File: config.mk
export PLATFORM = sky130hd
export DESIGN_NAME = pixel_write_queue
export DESIGN_NICKNAME = d
export VERILOG_FILES = /design/src/rtl/pixel_write_queue_pkg.sv /design/src/rtl/pixel_fifo.sv /design/src/rtl/pixel_write_queue.sv
export SDC_FILE = /design/constraint.sdc
export NUM_CORES = 1
export LEC_CHECK = 0
export CAP_MARGIN = 10
export CORE_UTILIZATION = 61
export DETAILED_ROUTE_END_ITERATION = 12
export GPL_ROUTABILITY_DRIVEN = 0
export PLACE_DENSITY = 0.8
export SYNTH_ARGS = -nofsm -noshare
export SYNTH_HDL_FRONTEND = slang
export SYNTH_SLANG_ARGS = --single-unit
File: constraint.sdc
create_clock -name clk -period 7.14 [get_ports clk]
set_input_delay 1.785 -clock clk [delete_from_list [all_inputs] [get_ports clk]]
set_output_delay 1.785 -clock clk [all_outputs]
set_load 0.05 [all_outputs]
File: src/rtl/pixel_write_queue_pkg.sv
// Shared screen/colour defines and common types for the pixel write queue.
// The defines are also used by the brick/ball/paddle drawers.
`ifndef PIXEL_SCREEN_DEFINES
`define PIXEL_SCREEN_DEFINES
`define SCREENX 160
`define SCREENY 120
`define COLOR_W 3
`define BRICKX 16
`define BRICKY 8
`endif

package pixel_write_queue_pkg;

    localparam int COLOR_W = `COLOR_W;
    localparam int COORD_W = 10;

    localparam logic [0:0] S_EMPTY = 1'b0;
    localparam logic [0:0] S_VALID = 1'b1;

endpackage

File: src/rtl/pixel_fifo.sv
// Synchronous FIFO holding pre-computed {address, colour} pixel entries.
// DEPTH must be a power of two so the pointers wrap naturally.
module pixel_fifo #(
    parameter int DEPTH = 16,
    parameter int W     = 18
) (
    input  logic                     clk,
    input  logic                     resetn,
    input  logic                     push,
    input  logic                     pop,
    input  logic [W-1:0]             wr_data,
    output logic [W-1:0]             rd_data,
    output logic [$clog2(DEPTH):0]   count,
    output logic                     full,
    output logic                     empty
);

    localparam int PW = $clog2(DEPTH);
    localparam int CW = PW + 1;

    logic [W-1:0]  mem_q [DEPTH];
    logic [PW-1:0] wr_ptr_q, wr_ptr_d;
    logic [PW-1:0] rd_ptr_q, rd_ptr_d;
    logic [CW-1:0] count_q, count_d;

    always_comb begin
        wr_ptr_d = wr_ptr_q + PW'(push);
        rd_ptr_d = rd_ptr_q + PW'(pop);
        count_d  = count_q + CW'(push) - CW'(pop);
    end

    always_ff @(posedge clk) begin
        if (!resetn) begin
            wr_ptr_q <= '0;
            rd_ptr_q <= '0;
            count_q  <= '0;
        end else begin
            wr_ptr_q <= wr_ptr_d;
            rd_ptr_q <= rd_ptr_d;
            count_q  <= count_d;
        end
    end

    // Storage needs no reset; the pointers define which entries are live.
    always_ff @(posedge clk) begin
        if (push) begin
            mem_q[wr_ptr_q] <= wr_data;
        end
    end

    assign rd_data = mem_q[rd_ptr_q];
    assign count   = count_q;
    assign full    = (count_q == CW'(DEPTH));
    assign empty   = (count_q == '0);

endmodule

File: src/rtl/pixel_write_queue.sv
// Buffers drawer pixel writes and issues them to the framebuffer write port.
// Define PIXEL_CLIP_EN to drop off-screen pixels at the input.
module pixel_write_queue
    import pixel_write_queue_pkg::*;
#(
    parameter int DEPTH  = 16,
    parameter int ADDR_W = 15
) (
    input  logic                    clk,
    input  logic                    resetn,
    input  logic                    writeEn,
    input  logic [9:0]              x_in,
    input  logic [9:0]              y_in,
    input  logic [2:0]              color_in,
    input  logic                    mem_busy,
    output logic                    mem_wren,
    output logic [ADDR_W-1:0]       mem_addr,
    output logic [2:0]              mem_data,
    output logic [$clog2(DEPTH):0]  fifo_count,
    output logic                    overflow,
    output logic                    idle
);

    localparam int EW = ADDR_W + COLOR_W;

    logic [0:0]        state_q, state_d;
    logic [ADDR_W-1:0] addr_q, addr_d;
    logic [2:0]        data_q, data_d;
    logic              ovf_q, ovf_d;

    logic [19:0]       y_ext;
    logic [ADDR_W-1:0] in_addr;
    logic              clip;
    logic              push, pop;
    logic              fifo_full, fifo_empty;
    logic [EW-1:0]     head;

`ifdef PIXEL_CLIP_EN
    assign clip = (x_in >= 10'(`SCREENX)) || (y_in >= 10'(`SCREENY));
`else
    assign clip = 1'b0;
`endif

    // y*160 + x as two shifts; out-of-range results wrap at ADDR_W.
    always_comb begin
        y_ext   = {10'b0, y_in};
        in_addr = ADDR_W'(y_ext << 7) + ADDR_W'(y_ext << 5) + ADDR_W'(x_in);
    end

    always_comb begin
        state_d = state_q;
        addr_d  = addr_q;
        data_d  = data_q;
        pop     = 1'b0;
        case (state_q)
            S_EMPTY: begin
                if (!fifo_empty) begin
                    pop     = 1'b1;
                    state_d = S_VALID;
                end
            end
            default: begin
                if (!mem_busy) begin
                    if (!fifo_empty) begin
                        pop = 1'b1;
                    end else begin
                        state_d = S_EMPTY;
                    end
                end
            end
        endcase
        if (pop) begin
            {addr_d, data_d} = head;
        end
    end

    // A full FIFO still accepts when the head leaves in the same cycle.
    always_comb begin
        push  = writeEn && !clip && (!fifo_full || pop);
        ovf_d = ovf_q || (writeEn && !clip && fifo_full && !pop);
    end

    always_ff @(posedge clk) begin
        if (!resetn) begin
            state_q <= S_EMPTY;
            addr_q  <= '0;
            data_q  <= '0;
            ovf_q   <= 1'b0;
        end else begin
            state_q <= state_d;
            addr_q  <= addr_d;
            data_q  <= data_d;
            ovf_q   <= ovf_d;
        end
    end

    pixel_fifo #(
        .DEPTH (DEPTH),
        .W     (EW)
    ) u_fifo (
        .clk     (clk),
        .resetn  (resetn),
        .push    (push),
        .pop     (pop),
        .wr_data ({in_addr, color_in}),
        .rd_data (head),
        .count   (fifo_count),
        .full    (fifo_full),
        .empty   (fifo_empty)
    );

    assign mem_wren = (state_q == S_VALID);
    assign mem_addr = addr_q;
    assign mem_data = data_q;
    assign overflow = ovf_q;
    assign idle     = fifo_empty && (state_q == S_EMPTY);

endmodule

==> out/qor.csv <==
stage;metric;value;unit
synthesis;yosys.area_share.adder;0.03145;
die;io_pins;53;
drt;first_pass_iters;4;
worst_hold_path;hold_start;mem_data[1]$_SDFFE_PN0N_;
drt;drtIter0Drc;684;
final_layout;n_antenna_cell;0;
clock_tree;post_cts_buffers;0;
worst_hold_path;min_path_cells;1;
synthesis;synth.largest_area_cell;edfxtp_1;
setup_path;cp_slowest_cell;a21oi_1;
synthesis;yosys_warnings;0;
timing;hold_violations;0;
final_layout;drive_gt1_frac;0.2319;
setup_path;timing.rr.end;u_fifo.mem_q[4][1]$_DFFE_PP_;
synthesis;synth_top_cells_by_count;edfxtp_1 (288), mux4_2 (72), nor2_1 (40), dfxtp_1 (33), ha_1 (24);
drt;remaining_drc_errors;0;
worst_hold_path;hp-class;flip-flop to flip-flop;
synthesis;synth_enable_flop_cells;288;
die;fp.dieW;146.5;µm
synthesis;synth-compound-area-share;0.03734;
timing;setup_violations;0;
clock_tree;cts_tree;done;
final_layout;multiInputGateArea;3261;µm²
synthesis;synth-xor-area-share;0.01032;
drt;num_vias;6397;
clock_tree;worstSkewPairLatency;0.56;ns
clock_tree;clk_transition_reported_paths;0.06;ns
timing;final.setup.tns;0;ns
setup_path;reg2reg_setup_slack;3.95;ns
synthesis;yosysSeqAreaShare;0.7311;
setup_path;slowest_delay;0.79;ns
drt;ant_nets;0;
clock_tree;clock-sinks;321;
setup_path;cp_cell_sequence;clkdlybuf4s50_1 > inv_1 > fa_1 > inv_1 > fa_1 > a211oi_1 > o21ai_0 > a21oi_1;
die;core_region_area;20360;µm²
setup_path;crit_fanout;16;
setup_path;path_delay_family;compound AO/OA/AOI/OAI gates;
die;rows;52;
run;maxCapViolCount;0;
die;die_area;21450;µm²
timing;worst_pin_slew;1.259;ns
synthesis;syn_nets;685;
grt;overflow;0;
timing;timing.slew.headroom;0.1595;
synthesis;synthMuxAreaShare;0.1415;
die;start_util;0.6252;
grt;grt_max_degree;75;
power;p_switching;1549;µW
grt;grt.total_usage;0.2622;
setup_path;crit_path_start;x_in[7];
power;vdd_drop_max;0.0002876;V
setup_path;worstSetupStartpointType;input port;
timing;period_minus_slack;4.423;ns
setup_path;cp_num_buf_inv;3;
synthesis;synth_ff_type;edfxtp_1;
setup_path;crit_type;input port to flip-flop;
synthesis;synth_area;12730;µm²
placement;place.port_buffers;52;
power;swShare;0.2954;
final_layout;area_growth;14.98;%
die;fp.dieH;146.5;µm
clock_tree;cts-root-buf;clkbuf_16;
synthesis;synth_top_family_by_area;multiplexers;
setup_path;crit_required;7.35;ns
placement;dp_hpwl;15570;µm
clock_tree;hold_buffers;0;
grt;antenna_found_initial;0;
drt;wl_per_cell;26.72;µm
setup_path;r2r-start;u_fifo.count[2]$_SDFF_PN0_;
power;power.density;358.1;nW/µm²
final_layout;finalNetCount;764;
synthesis;synth-simple-area-share;0.03154;
drt;routed_wl;26800;µm
grt;grt_pass1_wl;40900;µm
synthesis;synth_top_cell_area_share;0.6792;
clock_tree;ctsResizeCount;0;
synthesis;synthArstFlopShare;0;
final_layout;fillers;1176;
synthesis;synth_most_common_cell;edfxtp_1;
setup_path;reg2reg_depth;6;
power;clkPwrFrac;0.300;
setup_path;crit_arrival;4.64;ns
timing;grt_setup_unrepaired;no;
clock_tree;htreeDepth;1;
clock_tree;cts_buffers;31;
drt;viasPerCell;6.378;
synthesis;syn_inst;629;
final_layout;final_util;0.7189;
power;p_comb_frac;0.251;
timing;finalClockSkew;0.01198;ns
power;p_leak;0.004881;µW
grt;first_global_vias;6693;
worst_hold_path;holdPathEnd;mem_data[1]$_SDFFE_PN0N_;
synthesis;yosys-top-cells-area;edfxtp_1 (68%), mux4_2 (13%), dfxtp_1 (5.2%);
clock_tree;ctsLongestPathBuffers;3;
setup_path;cp-end-kind;flip-flop;
synthesis;ys_types;40;
final_layout;final-seq-area;9314;µm²
run_status;status;completed;
timing;report.final.slew_viol_count;0;
timing;max_freq;0.2261;GHz
synthesis;synth-seq-cells;321;
synthesis;avgSynthCellArea;20.24;µm²
timing;fin_crit_sh;0.6195;
power;p_int;3694;µW
power;p_seq_frac;0.449;
[worst max path at each step]
stage	slack [ns]	to	depth (start not counted)
floorplan	2.61	u_fifo.mem_q[0][0]$_DFFE_PP_	5
global placement	2.29	u_fifo.mem_q[0][17]$_DFFE_PP_	9
detailed placement	2.16	u_fifo.mem_q[5][15]$_DFFE_PP_	8
CTS	2.70	u_fifo.mem_q[3][15]$_DFFE_PP_	8
global route	2.50	u_fifo.mem_q[2][15]$_DFFE_PP_	8
finish	2.72	u_fifo.mem_q[4][15]$_DFFE_PP_	8
[metal layers]
metal,wire [µm],GRT usage,vias up,share of wire
li1,-,-,2726,-
met1,10820,0.3669,3346,0.40
met2,13580,0.4321,268,0.51
met3,1733,0.04156,57,0.065
met4,673,0.08021,0,0.025
met5,0,0,-,0
[power by group through the flow]
stage          sequential (µW)  combinational [µW]  clock, µW
2_1_floorplan             2540                 783          0
3_3_place_gp              2390                1260          0
3_5_place_dp              2400                1310          0
5_1_grt                   2370                1400       1670
4_1_cts                   2360                1320       1590
6_report                  2350                1310       1570
[layout make-up]
cell class                      count  area share
Tap cell                          270     0.02308
Clock inverter                     19    0.009829
Inverter                           15    0.003846
Multi-Input combinational cell    267      0.2227
Timing Repair Buffer               72     0.04581
Clock buffer                       39     0.05846
Sequential cell                   321      0.6362
[kinds of logic after synthesis]
| kind of cell | Yosys count |
|---|---|
| flip-flops | 321 |
| multiplexers | 90 |
| AND/OR/NAND/NOR | 72 |
| AO/OA/AOI/OAI | 61 |
| buffers and inverters | 41 |
| adder cells (fa/ha/maj) | 29 |
| XOR/XNOR | 15 |
[layout by cell type (no fill, tap or decap), types with 3 or more instances in the layout]
cell type,Yosys,final
clkbuf_1,4,3
clkbuf_8,0,5
buf_4,5,20
a22o_1,18,18
clkbuf_16,0,31
nor2_1,40,28
clkdlybuf4s50_1,0,52
a21oi_1,7,7
o21ai_0,4,4
clkinvlp_4,0,5
nand3_1,3,3
inv_1,15,15
xnor2_1,11,11
dfxtp_1,33,31
nor2_2,1,13
fa_1,5,5
mux2i_1,18,18
clkinv_2,0,10
ha_1,24,24
xor2_1,4,4
edfxtp_1,288,288
mux4_2,72,72
nand2b_1,4,4
a21o_1,4,4
and2_1,5,5
a211o_1,18,18
a211oi_1,3,3
nor3_2,0,4
[sequential cells by signal, indices dropped and copies added (netlist names)]
name and count:
u_fifo.wr_ptr_q 4, mem_wren 1, u_fifo.count 5, mem_data 3, u_fifo.rd_ptr_q 4, overflow 1
u_fifo.mem_q 288, mem_addr 15
[per-stage QoR]
| stage | area [µm²] | power [µW] | instances | hold slack (ns) | setup slack, ns |
|---|---|---|---|---|---|
| after CTS | 14620 | 5268 | 1001 | 0.4762 | 2.702 |
| after global routing | 14640 | 5441 | 1003 | 0.4864 | 2.495 |
| after detailed placement | 13620 | 3704 | 943 | 0.4587 | 2.156 |
| after floorplan | 12730 | 3326 | 629 | 0.5117 | 2.610 |
| final | 14640 | 5242 | 1003 | 0.4715 | 2.717 |
| after global placement | 13620 | 3646 | 943 | 0.4466 | 2.290 |
Note: power is estimated with default switching activity, not from simulation.
